<file path="src/rtl/mem_arbiter_pkg.sv">
// Shared definitions for the memory-port arbiter: bus commands, requester
// ownership and the tag-owner table entry.
package mem_arbiter_pkg;

  localparam int XLEN  = 64;
  localparam int TAG_W = 4;
  localparam int CNT_W = 5;

  typedef enum logic [1:0] {
    BUS_NONE  = 2'h0,
    BUS_LOAD  = 2'h1,
    BUS_STORE = 2'h2
  } BUS_COMMAND;

  typedef enum logic {
    OWNER_ICACHE = 1'b0,
    OWNER_DCACHE = 1'b1
  } MEM_REQ_OWNER;

  typedef struct packed {
    logic         valid;
    MEM_REQ_OWNER owner;
  } MEM_TAG_OWNER_ENTRY;

  typedef enum logic [1:0] {
    GRANT_NONE   = 2'h0,
    GRANT_ICACHE = 2'h1,
    GRANT_DCACHE = 2'h2
  } GRANT_SEL;

endpackage

</file>
<file path="src/rtl/mem_tag_owner_table.sv">
// Tag-owner table: remembers which cache owns each outstanding memory tag,
// answers same-cycle lookups for returning tags, counts valid entries and
// flags returns that match no outstanding request.
import mem_arbiter_pkg::*;

module mem_tag_owner_table #(
  parameter int NUM_TAGS = 16
) (
  input  logic             clock,
  input  logic             reset,
  input  logic             alloc_en_i,
  input  logic [TAG_W-1:0] alloc_tag_i,
  input  logic             alloc_owner_i,
  input  logic [TAG_W-1:0] lookup_tag_i,
  output logic             lookup_valid_o,
  output logic             lookup_owner_o,
  output logic [CNT_W-1:0] outstanding_cnt_o
  ,
  output logic             orphan_tag_err_o
);

  MEM_TAG_OWNER_ENTRY entry_q [NUM_TAGS];
  MEM_TAG_OWNER_ENTRY entry_d [NUM_TAGS];
  logic [CNT_W-1:0]   cnt_q, cnt_d;
  logic               orphan_q, orphan_d;
  logic               lookup_hit;

  // Tag 0 means "no tag" and never reports a valid owner.
  assign lookup_hit        = (lookup_tag_i != '0) && entry_q[lookup_tag_i].valid;
  assign lookup_valid_o    = lookup_hit;
  assign lookup_owner_o    = entry_q[lookup_tag_i].owner;
  assign outstanding_cnt_o = cnt_q;
  assign orphan_tag_err_o  = orphan_q;

  // Next table state: retire the returning tag first, then let a same-cycle
  // accept of that tag claim the entry for its new owner.
  always_comb begin
    for (int i = 0; i < NUM_TAGS; i++) begin
      entry_d[i] = entry_q[i];
    end
    if (lookup_hit) begin
      entry_d[lookup_tag_i].valid = 1'b0;
    end
    if (alloc_en_i) begin
      entry_d[alloc_tag_i].valid = 1'b1;
      entry_d[alloc_tag_i].owner = MEM_REQ_OWNER'(alloc_owner_i);
    end
    orphan_d = orphan_q | ((lookup_tag_i != '0) && !lookup_hit);
    cnt_d = '0;
    for (int i = 0; i < NUM_TAGS; i++) begin
      cnt_d = cnt_d + CNT_W'(entry_d[i].valid);
    end
  end

  // Table, occupancy count and sticky orphan flag registers.
  always_ff @(posedge clock) begin
    if (reset) begin
      for (int i = 0; i < NUM_TAGS; i++) begin
        entry_q[i] <= '{valid: 1'b0, owner: OWNER_ICACHE};
      end
      cnt_q    <= '0;
      orphan_q <= 1'b0;
    end else begin
      for (int i = 0; i < NUM_TAGS; i++) begin
        entry_q[i] <= entry_d[i];
      end
      cnt_q    <= cnt_d;
      orphan_q <= orphan_d;
    end
  end

endmodule

</file>
<file path="src/rtl/mem_arbiter.sv">
// Memory-port arbiter between icache fetch misses and dcache MSHR issue.
// The grant is combinational so the accept response reaches the winning
// cache in its issue cycle; returns are steered to the tag's recorded owner.
import mem_arbiter_pkg::*;

module mem_arbiter #(
  parameter int STARVE_LIMIT = 4,
  parameter int NUM_TAGS     = 16
) (
  input  logic             clock,
  input  logic             reset,
  input  logic [1:0]       icache2arb_command,
  input  logic [XLEN-1:0]  icache2arb_addr,
  input  logic [1:0]       dcache2arb_command,
  input  logic [XLEN-1:0]  dcache2arb_addr,
  input  logic [63:0]      dcache2arb_data,
  output logic [1:0]       arb2mem_command,
  output logic [XLEN-1:0]  arb2mem_addr,
  output logic [63:0]      arb2mem_data,
  input  logic [3:0]       mem2arb_response,
  input  logic [63:0]      mem2arb_data,
  input  logic [3:0]       mem2arb_tag,
  output logic [3:0]       arb2icache_response,
  output logic [63:0]      arb2icache_data,
  output logic [3:0]       arb2icache_tag,
  output logic [3:0]       arb2dcache_response,
  output logic [63:0]      arb2dcache_data,
  output logic [3:0]       arb2dcache_tag,
  output logic [4:0]       outstanding_cnt,
  output logic             orphan_tag_err
);

  localparam int STARVE_W = $clog2(STARVE_LIMIT + 1);

  GRANT_SEL            grant;
  logic                icache_req, dcache_req;
  logic                icache_starved, icache_accepted, accept;
  logic [STARVE_W-1:0] starve_q, starve_d;
  logic                ret_valid, ret_owner_raw, ret_hit;
  MEM_REQ_OWNER        ret_owner;

  assign icache_req      = (icache2arb_command != BUS_NONE);
  assign dcache_req      = (dcache2arb_command != BUS_NONE);
  assign icache_starved  = (starve_q >= STARVE_W'(STARVE_LIMIT));
  assign accept          = (grant != GRANT_NONE) && (mem2arb_response != '0);
  assign icache_accepted = (grant == GRANT_ICACHE) && accept;
  assign ret_owner       = MEM_REQ_OWNER'(ret_owner_raw);
  assign ret_hit         = !reset && ret_valid;

  // Pick the requester: dcache wins ties unless icache has been starved.
  always_comb begin
    grant = GRANT_NONE;
    if (!reset) begin
      if (icache_req && dcache_req) begin
        grant = icache_starved ? GRANT_ICACHE : GRANT_DCACHE;
      end else if (icache_req) begin
        grant = GRANT_ICACHE;
      end else if (dcache_req) begin
        grant = GRANT_DCACHE;
      end
    end
  end

  // Drive the memory port from the winner and hand it the accept response.
  always_comb begin
    arb2mem_command     = BUS_NONE;
    arb2mem_addr        = '0;
    arb2mem_data        = '0;
    arb2icache_response = '0;
    arb2dcache_response = '0;
    case (grant)
      GRANT_ICACHE: begin
        arb2mem_command     = icache2arb_command;
        arb2mem_addr        = icache2arb_addr;
        arb2icache_response = mem2arb_response;
      end
      GRANT_DCACHE: begin
        arb2mem_command     = dcache2arb_command;
        arb2mem_addr        = dcache2arb_addr;
        arb2mem_data        = dcache2arb_data;
        arb2dcache_response = mem2arb_response;
      end
      default: ;
    endcase
  end

  // Steer a returning tag and its data to the cache that owns the tag.
  always_comb begin
    arb2icache_tag  = '0;
    arb2icache_data = '0;
    arb2dcache_tag  = '0;
    arb2dcache_data = '0;
    if (ret_hit) begin
      if (ret_owner == OWNER_ICACHE) begin
        arb2icache_tag  = mem2arb_tag;
        arb2icache_data = mem2arb_data;
      end else begin
        arb2dcache_tag  = mem2arb_tag;
        arb2dcache_data = mem2arb_data;
      end
    end
  end

  // Count consecutive cycles icache asked but was not accepted, saturating.
  always_comb begin
    starve_d = starve_q;
    if (!icache_req || icache_accepted) begin
      starve_d = '0;
    end else if (!icache_starved) begin
      starve_d = starve_q + 1'b1;
    end
  end

  // Starvation counter register.
  always_ff @(posedge clock) begin
    if (reset) begin
      starve_q <= '0;
    end else begin
      starve_q <= starve_d;
    end
  end

  mem_tag_owner_table #(
    .NUM_TAGS(NUM_TAGS)
  ) u_tag_table (
    .clock             (clock),
    .reset             (reset),
    .alloc_en_i        (accept),
    .alloc_tag_i       (mem2arb_response),
    .alloc_owner_i     (grant == GRANT_DCACHE),
    .lookup_tag_i      (mem2arb_tag),
    .lookup_valid_o    (ret_valid),
    .lookup_owner_o    (ret_owner_raw),
    .outstanding_cnt_o (outstanding_cnt),
    .orphan_tag_err_o  (orphan_tag_err)
  );

endmodule
</file>
<file path="config.mk">
export PLATFORM = sky130hd
export DESIGN_NAME = mem_arbiter
export DESIGN_NICKNAME = d
export VERILOG_FILES = /design/src/rtl/mem_arbiter_pkg.sv /design/src/rtl/mem_tag_owner_table.sv /design/src/rtl/mem_arbiter.sv
export SDC_FILE = /design/constraint.sdc
export NUM_CORES = 1
export LEC_CHECK = 0
export CORE_AREA = 2 2 211 213
export DETAILED_ROUTE_END_ITERATION = 10
export DIE_AREA = 0 0 213 215
export SLEW_MARGIN = 20
export SYNTH_ARGS = -nofsm -noshare
export SYNTH_HDL_FRONTEND = slang
export SYNTH_SLANG_ARGS = --single-unit
export TNS_END_PERCENT = 30
</file>
<file path="constraint.sdc">
create_clock -name clock -period 6.9 [get_ports clock]
set_input_delay 1.38 -clock clock [delete_from_list [all_inputs] [get_ports clock]]
set_output_delay 1.38 -clock clock [all_outputs]
set_load 0.01 [all_outputs]
</file>
Word-level counts from Yosys, hierarchy flattened
Memory sizes are Yosys's and may differ from the RTL's. Cells that the tools add are included.

Bits in registers: 9. Input port bits: 270. Bits in latches: 0. Memories kept: 1. RAM bits: 32. Output and inout bits: 280. ROM bits: 0.

Memories: u_tag_table.entry_q (depth 16, width 2, read ports 17, clocked after Yosys merged registers in 0, wr ports 16, RTL line mem_tag_owner_table.sv:22) `MEM_TAG_OWNER_ENTRY entry_q [NUM_TAGS];`.

Eq/ne operators: 2. $lt $le $gt $ge: 5. Bitwise logic cells: 19. Reduce and logical (&&, ||, !) cells: 18. Divide/modulo/power cells: 0. Multiply operators: 0. Mux-type cells: 48. Shift operators: 0. Add/sub/neg operators: 16.

Operators by type and width (count): $mux 64 (5); $pmux 64 s2 (1); $bwmux 32 (3); $add 5x1->5 (14); $mux 32 (2); $mux 2 (23); $demux 2 s4 (3); $mux 4 (6); $or 1x1->1 (17); $ge 5x5->1 const B (2); $lt 5x1->1 const B (2); $not 4->5 (2); $logic_and 1x1->1 (8); $reduce_bool 4->1 (2); $reduce_bool 2->1 (3); $mux 1 (4); $pmux 2 s2 (1); $add 3x1->3 const B (1); $ge 3x3->1 const B (1); $logic_not 1->1 (3); $add 1x1->2 (1); $eq 2x1->1 const B (1); $eq 2x2->1 const B (1); $reduce_or 2->1 (1); $logic_or 1x1->1 (1).

Longest topological paths before layout
Gate-level depths: netlist (run 1).

Word-level depth: 25. Mapped depth: 21.

By module
From an unflattened synthesis (run 1), not the netlist that was laid out.

Cells, all modules: 648. Area, all modules: 4665.7 um^2.

Modules (own cells, without submodules): mem_arbiter (instances 1, cells each 414, area each 2546.2 um^2); mem_tag_owner_table (instances 1, cells each 234, area each 2119.5 um^2).

Worst setup path after synthesis (run 1)
OpenSTA, ideal clock, no wires.

Path kind: in2reg. From: in icache2arb_command[1]. To: reg u_tag_table.cnt_q[3] (netlist: u_tag_table.outstanding_cnt_o[3]). Slack: 0.759 ns. Cell stages on the path: 17. Buffers on the path: 0. Data arrival time: 6.014 ns. Cell sequence: or2_2 -> a211o_1 -> ha_1 -> or4_1 -> nand2_1 -> ha_1 -> inv_1 -> fa_1 -> fa_1 -> fa_1 -> inv_1 -> fa_1 -> fa_1 -> a21o_1 -> a21oi_1 -> xor2_1 -> nor2_1.

RTL lines: start: declaration (RTL line mem_arbiter.sv:12) `input logic [1:0] icache2arb_command,`; end signal: assignment (RTL line mem_tag_owner_table.sv:67) `cnt_q <= cnt_d;`; end: declaration (RTL line mem_tag_owner_table.sv:24) `logic [CNT_W-1:0] cnt_q, cnt_d;`.

==> impl_metrics.env, run 1 <==
export IMPL_ys_ff_latch=41
export IMPL_hold_violations=0
export IMPL_cts_tree="yes"
export IMPL_vias=7627
export IMPL_numPortBuffers=549
export IMPL_critPathLaunchType="primary input"
export IMPL_cp_num_buf_inv=5
export IMPL_cts_buffer_depth=2
export IMPL_crit_family="adder cells"
export IMPL_worstHoldStart="u_tag_table.entry_q[0][0]"
export IMPL_synth_area_per_cell_um2=7.61
export IMPL_post_route_period_util_pct=95.1
export IMPL_p_leak_nw=4.14
export IMPL_die_w_um=213
export IMPL_r2r_end="u_tag_table.outstanding_cnt_o[4]"
export IMPL_fmax_mhz=152
export IMPL_setup_tns_ns=0
export IMPL_initial_utilization_pct=12.9
export IMPL_crit_top_cell="fa_1"
export IMPL_placementRows=77
export IMPL_required_ns=7.09
export IMPL_clk_pin_slew_ns=0.06
export IMPL_numCtsBuffers=5
export IMPL_setup_violations=0
export IMPL_fillers=4733
export IMPL_multiInputGateArea_mm2=0.00401
export IMPL_drv_cap=0
export IMPL_syn_inst=738
export IMPL_routedWlPerCell_um=21.9
export IMPL_post_cts_repair_setup_buffers=0
export IMPL_reg2reg_depth=18
export IMPL_worstHoldEndpoint="u_tag_table.entry_q[0][0]"
export IMPL_dr_pass1_iters=4
export IMPL_path_class="primary input to flop"
export IMPL_drv_slew=0
export IMPL_wirelength_um=40400
export IMPL_p_total_mw=1.07
export IMPL_critPathMaxFanout=7
export IMPL_grt_pass1_vias=7845
export IMPL_slowest_stage="or4_1"
export IMPL_hold_buffers=0
export IMPL_syn_num_nets=1028
export IMPL_hold_path_depth=1
export IMPL_ioPinCount=550
export IMPL_ys_types=42
export IMPL_crit_arrival_ns=6.75
export IMPL_vdd_drop_max_v=0.0000964
export IMPL_place_inst=1819
export IMPL_layout_drive_gt1_share_pct=10.9
export IMPL_max_stage_delay_ns=0.56
export IMPL_clock_tree_root_cell="clkbuf_16"
export IMPL_vias_per_cell=4.15
export IMPL_synth_edf_count=0
export IMPL_die_h_um=215
export IMPL_synth_seq_area_share_pct=14.6
export IMPL_yosys_warnings=0
export IMPL_power_density_mw_per_mm2=90.4
export IMPL_worstHoldPathType="flop to flop"
export IMPL_drt_drc_violations_left=0
export IMPL_nets=1524
export IMPL_maxSlewHeadroom_pct=50.6
export IMPL_coreArea_mm2=0.0436
export IMPL_regToRegStartpoint="starve_q[2]"
export IMPL_cts_resized=0
export IMPL_fin_crit_ns=6.56
export IMPL_crit_path_end_kind="flop"
export IMPL_timing_hold_ws_ns=0.483
export IMPL_cts_max_level=2
export IMPL_path_cells="clkdlybuf4s50_1, or2_2, a211o_1, ha_1, or4_1, nand2_1, ha_1, inv_1, fa_1, fa_1, fa_1, inv_1, fa_1, fa_1, inv_1, fa_1, inv_1, a21oi_1, nor3b_1"
export IMPL_synthArstFlopShare_pct=0
export IMPL_synth_cell_area_mm2=0.00561
export IMPL_clock_latency_ns=0.28
export IMPL_worst_slack_ns=0.338
export IMPL_ant_nets=0
export IMPL_clkSinkCount=41
export IMPL_antenna_found_initial=19
export IMPL_drtIter0Drc=405
export IMPL_r2r_slack_ns=1.77
export IMPL_synth_main_ff_cell="dfxtp_1"
export IMPL_dieArea_mm2=0.0458
export IMPL_tightestPinTransition_ns=0.740
export IMPL_grt_pass1_wl_um=54900
export IMPL_detailed_place_hpwl_um=34300
export IMPL_register_area_um2=821
export IMPL_gp_congestion=0.912
export IMPL_area_growth_synth_to_final_pct=111
export IMPL_grt_max_degree=128
export IMPL_grt_overflow_total=0
export IMPL_fin_cells=1840
export IMPL_rsz0062_at_grt="false"
export IMPL_finClkSkew_ns=0.00505
export IMPL_place_ws_ns=-0.00769
export IMPL_status="finished, final reports clean"
export IMPL_track_usage_pct=16.7
-- cells in the mapped netlist, types with 3 or more instances --
library cell / count / area share [%]
ha_1: 10 / 2.2
nor2_1: 103 / 6.9
fa_1: 10 / 3.6
nand2_1: 26 / 1.7
o21ai_0: 9 / 0.80
xor2_1: 3 / 0.47
a22oi_1: 67 / 9.0
mux2i_1: 12 / 2.1
buf_1: 6 / 0.40
nand2b_1: 3 / 0.33
nand3_1: 8 / 0.71
and2_1: 74 / 8.2
buf_2: 24 / 2.1
inv_1: 83 / 5.5
clkbuf_1: 37 / 2.5
a211oi_2: 80 / 18
nor2b_1: 8 / 0.89
buf_4: 5 / 0.67
mux4_2: 6 / 2.4
nor4_1: 3 / 0.33
dfxtp_1: 41 / 15
a211oi_1: 54 / 7.2
buf_6: 14 / 2.8
a21oi_1: 25 / 2.2
-- power breakdown --
group          switching [mW]  internal, mW  leakage (nW)
registers             0.00412         0.244         0.332
logic                   0.265         0.318          3.73
clock network          0.0949         0.144        0.0769
-- cell families (layout without fill, tap and decap cells) --
family / Yosys count / count (layout) / share of synthesized area (%)
XOR/XNOR: 3 / 3 / 0.468
buffers and inverters: 171 / 668 / 14.8
other: 0 / 13 / 0
adder cells (fa/ha/maj): 20 / 20 / 5.79
flip-flops: 41 / 41 / 14.6
multiplexers: 18 / 18 / 4.55
AO/OA/AOI/OAI: 245 / 245 / 38.7
AND/OR/NAND/NOR: 240 / 240 / 21.1
-- worst register-to-register path, stage by stage, from the launching register on --
cell and delay (ns):
dfxtp_1 0.45, o21a_1 0.20, inv_1 0.09, ha_1 0.28
or4_1 0.57, nand2_1 0.10, ha_1 0.22, inv_1 0.08
fa_1 0.41, fa_1 0.52, fa_1 0.52, inv_1 0.05
fa_1 0.56, fa_1 0.20, inv_1 0.05, fa_1 0.39
inv_1 0.07, a21oi_1 0.06, nor3b_1 0.22
-- cells in the final DEF (no fill, tap or decap), types with 2 or more instances in the layout --
| cell type | Yosys | final |
|---|---|---|
| clkdlybuf4s50_1 | 0 | 549 |
| mux2i_1 | 12 | 12 |
| o21ai_0 | 9 | 9 |
| nand2b_1 | 3 | 3 |
| nand3_1 | 8 | 8 |
| nand2_1 | 26 | 26 |
| buf_4 | 5 | 23 |
| inv_1 | 83 | 83 |
| buf_12 | 2 | 5 |
| a22oi_1 | 67 | 67 |
| xor2_1 | 3 | 3 |
| nand4_1 | 2 | 2 |
| diode_2 | 0 | 13 |
| a211oi_2 | 80 | 80 |
| or2_2 | 2 | 2 |
| nor2_1 | 103 | 103 |
| mux4_2 | 6 | 6 |
| nor2b_1 | 8 | 8 |
| a31oi_1 | 2 | 2 |
| a211oi_1 | 54 | 54 |
| a21o_1 | 2 | 2 |
| ha_4 | 0 | 2 |
| a21oi_1 | 25 | 25 |
| clkbuf_16 | 0 | 5 |
| nor4_1 | 3 | 3 |
| and2_1 | 74 | 74 |
| a2bb2oi_2 | 2 | 2 |
| dfxtp_1 | 41 | 41 |
| nand3_4 | 0 | 2 |
| fa_1 | 10 | 10 |
| or3_1 | 2 | 2 |
| or3b_2 | 2 | 2 |
| ha_1 | 10 | 8 |
-- per-layer routing --
metal	routed length, um	track usage (%)
met1	13900	16.1
met2	21100	31.2
met3	3670	4.78
met4	1660	9.46
met5	0	0
-- registers in the layout (all words and copies together), names as in the netlist --
| register | count |
|---|---|
| u_tag_table.entry_q | 32 |
| u_tag_table.orphan_tag_err_o | 1 |
| u_tag_table.outstanding_cnt_o | 5 |
| starve_q | 3 |
-- through the flow --
stage,instance area (um^2),utilization [%]
after global placement,11600,26.7
after global routing,11800,27.1
after floorplan,5610,-
final,11800,27.1
after CTS,11800,27.0
after detailed placement,11600,26.7
-- cell type report --
class                           count  area share [%]
Antenna cell                       13           0.275
Clock buffer                        6            1.17
Clock inverter                      2           0.116
Inverter                           83            2.63
Multi-Input combinational cell    526            33.9
Sequential cell                    41            6.94
Tap cell                          592            6.26
Timing Repair Buffer              577            48.7
-- worst max-delay path by stage --
stage | from | endpoint | cells after the start
global placement | icache2arb_command[1] | u_tag_table.outstanding_cnt_o[3] | 18
detailed placement | icache2arb_command[1] | u_tag_table.outstanding_cnt_o[4] | 19
CTS | icache2arb_command[1] | u_tag_table.outstanding_cnt_o[4] | 19
floorplan | icache2arb_command[1] | u_tag_table.outstanding_cnt_o[3] | 17
global route | icache2arb_command[1] | u_tag_table.outstanding_cnt_o[4] | 19
finish | icache2arb_command[1] | u_tag_table.outstanding_cnt_o[4] | 19
Power figures use the tool's default switching activity.
==> inputs of run 2 (changes only) <==
GPL_TIMING_DRIVEN = 0   (was unset)
clock period = 8 ns   (was 6.9 ns; I/O delays follow)
==> run 2 against run 1 <==
Against the previous run: clock-buffer cell count is 1 higher; clock power is 16% lower; critical path depth is 8 lower; final cell count is 2.9% higher; core utilization is 0.37 points higher; combinational power is 12% lower; sequential power is 14% lower; register-to-register slack better by 1.1 ns; first-iteration DRC count is 13% lower; via count is 5.1% higher; routed wire length is 10% higher; global-route usage is 1.7 points higher; critical endpoint is now arb2mem_addr[55]; largest power group unchanged.
==> impl_metrics.env, run 2 (synthesis results as in run 1) <==
export IMPL_ant_nets=0
export IMPL_detailed_place_hpwl_um=38900
export IMPL_fmax_mhz=141
export IMPL_cp_num_buf_inv=7
export IMPL_die_w_um=213
export IMPL_track_usage_pct=18.4
export IMPL_vias_per_cell=4.23
export IMPL_r2r_slack_ns=2.89
export IMPL_rsz0062_at_grt="false"
export IMPL_hold_buffers=0
export IMPL_cts_max_level=2
export IMPL_final_cell_mix="clkdlybuf4s50_1 (547), nor2_1 (103), inv_1 (83), a211oi_2 (80), and2_1 (74)"
export IMPL_dieArea_mm2=0.0458
export IMPL_critPathMaxFanout=10
export IMPL_coreArea_mm2=0.0436
export IMPL_hold_path_depth=2
export IMPL_required_ns=6.40
export IMPL_critPathLaunchType="primary input"
export IMPL_crit_start="reset"
export IMPL_maxSlewHeadroom_pct=49.6
export IMPL_regToRegStartpoint="starve_q[2]"
export IMPL_max_stage_delay_ns=0.71
export IMPL_drv_slew=0
export IMPL_finClkSkew_ns=0.00395
export IMPL_tightestPinTransition_ns=0.756
export IMPL_grt_pass1_vias=8391
export IMPL_clock_latency_ns=0.28
export IMPL_fin_crit_ns=7.10
export IMPL_post_route_period_util_pct=88.7
export IMPL_clock_tree_root_cell="clkbuf_16"
export IMPL_ioPinCount=550
export IMPL_p_total_mw=0.929
export IMPL_post_cts_repair_setup_buffers=0
export IMPL_area_growth_synth_to_final_pct=114
export IMPL_p_leak_nw=4.22
export IMPL_vdd_drop_max_v=0.0000916
export IMPL_clkSinkCount=41
export IMPL_setup_violations=0
export IMPL_crit_family="buffers and inverters"
export IMPL_grt_max_degree=12
export IMPL_largest_register_ffs=32
export IMPL_path_cells="clkdlybuf4s50_1, clkbuf_1, a211o_1, inv_1, ha_1, clkbuf_1, clkbuf_1, clkbuf_1, a22oi_1, nor2_1, clkdlybuf4s50_1"
export IMPL_setup_tns_ns=0
export IMPL_cts_resized=0
export IMPL_gp_congestion=0.918
export IMPL_drtIter0Drc=354
export IMPL_crit_arrival_ns=5.50
export IMPL_drt_drc_violations_left=0
export IMPL_crit_path_end_kind="primary output"
export IMPL_antenna_found_initial=16
export IMPL_die_h_um=215
export IMPL_dr_pass1_iters=6
export IMPL_wirelength_um=44500
export IMPL_numPortBuffers=547
export IMPL_numCtsBuffers=5
export IMPL_clk_pin_slew_ns=0.06
export IMPL_routedWlPerCell_um=23.5
export IMPL_initial_utilization_pct=12.9
export IMPL_power_density_mw_per_mm2=77.5
export IMPL_final_common_cell="clkdlybuf4s50_1"
export IMPL_placementRows=77
export IMPL_grt_overflow_total=0
export IMPL_layout_drive_gt1_share_pct=11.3
export IMPL_cts_tree="yes"
export IMPL_path_class="primary input to primary output"
export IMPL_multiInputGateArea_mm2=0.00397
export IMPL_worstHoldPathType="flop to flop"
export IMPL_grt_pass1_wl_um=60300
export IMPL_nets=1582
export IMPL_drv_cap=0
export IMPL_registers_top_by_ff_count="u_tag_table.entry_q"
export IMPL_cts_buffer_depth=2
export IMPL_vias=8014
export IMPL_hold_violations=0
export IMPL_reg2reg_depth=17
export IMPL_status="finished, final reports clean"
export IMPL_crit_top_cell="clkbuf_1"
export IMPL_cp_num_cells=11
export IMPL_fillers=4728
export IMPL_slowest_stage="clkdlybuf4s50_1"
export IMPL_crit_end="arb2mem_addr[55]"
export IMPL_r2r_end="u_tag_table.outstanding_cnt_o[4]"
export IMPL_register_area_um2=821
==> run 2: changes by cell type in the layout (fill, tap and decap cells not counted), sizes merged <==
| cell | before | now |
|---|---|---|
| clkinv | 2 | 0 |
| diode | 13 | 9 |
| clkbuf | 6 | 44 |
| clkdlybuf4s50 | 549 | 547 |
| buf | 28 | 51 |
==> run 2: cell type report <==
type | count | share of cell area [%]
timing repair buffer | 547 | 45.6
multi-input combinational | 526 | 33.1
buffer | 88 | 4.31
antenna | 9 | 0.188
sequential | 41 | 6.84
tap | 592 | 6.18
inverter | 83 | 2.60
clock buffer | 7 | 1.19
==> run 2: worst min path at each step <==
stage	start	endpoint	slack, ns
CTS	u_tag_table.entry_q[11][0]	u_tag_table.entry_q[11][0]	0.48
detailed placement	u_tag_table.entry_q[7][0]	u_tag_table.entry_q[7][0]	0.47
floorplan	u_tag_table.entry_q[0][0]	u_tag_table.entry_q[0][0]	0.43
finish	u_tag_table.entry_q[14][0]	u_tag_table.entry_q[14][0]	0.48
global placement	u_tag_table.entry_q[0][0]	u_tag_table.entry_q[0][0]	0.46
global route	u_tag_table.entry_q[0][0]	u_tag_table.entry_q[0][0]	0.50
==> run 2: per-stage QoR <==
| step | area, um^2 | instances | hold WS (ns) | setup WS [ns] | utilization (%) |
|---|---|---|---|---|---|
| floorplan | 5610 | 738 | 0.433 | 1.64 | - |
| global placement | 11800 | 1877 | 0.458 | 0.744 | 27.1 |
| detailed placement | 11800 | 1877 | 0.469 | 0.745 | 27.1 |
| CTS | 12000 | 1884 | 0.481 | 0.722 | 27.4 |
| global route | 12000 | 1892 | 0.502 | 0.624 | 27.5 |
| finish | 12000 | 1893 | 0.484 | 0.903 | 27.5 |
==> run 2: worst min-delay path, delay by kind of cell, from the launching register on <==
kind / cells / cell delay (ns)
flops: 1 / 0.31
compound gates: 2 / 0.13
==> run 2: power by group <==
group	switching (mW)	leakage (nW)	total, mW	internal [mW]
registers	0.00308	0.332	0.214	0.211
clock network	0.0777	0.0700	0.200	0.123
logic	0.241	3.81	0.515	0.274
total	0.322	4.22	0.929	0.607
==> run 2: routing by layer <==
metal	share of wire (%)	up-vias	GRT usage (%)
met4	2.8	0	6.41
met5	0	-	0
met1	34	3818	17.4
met3	8.4	49	4.68
li1	-	3694	-
met2	55	453	37.1
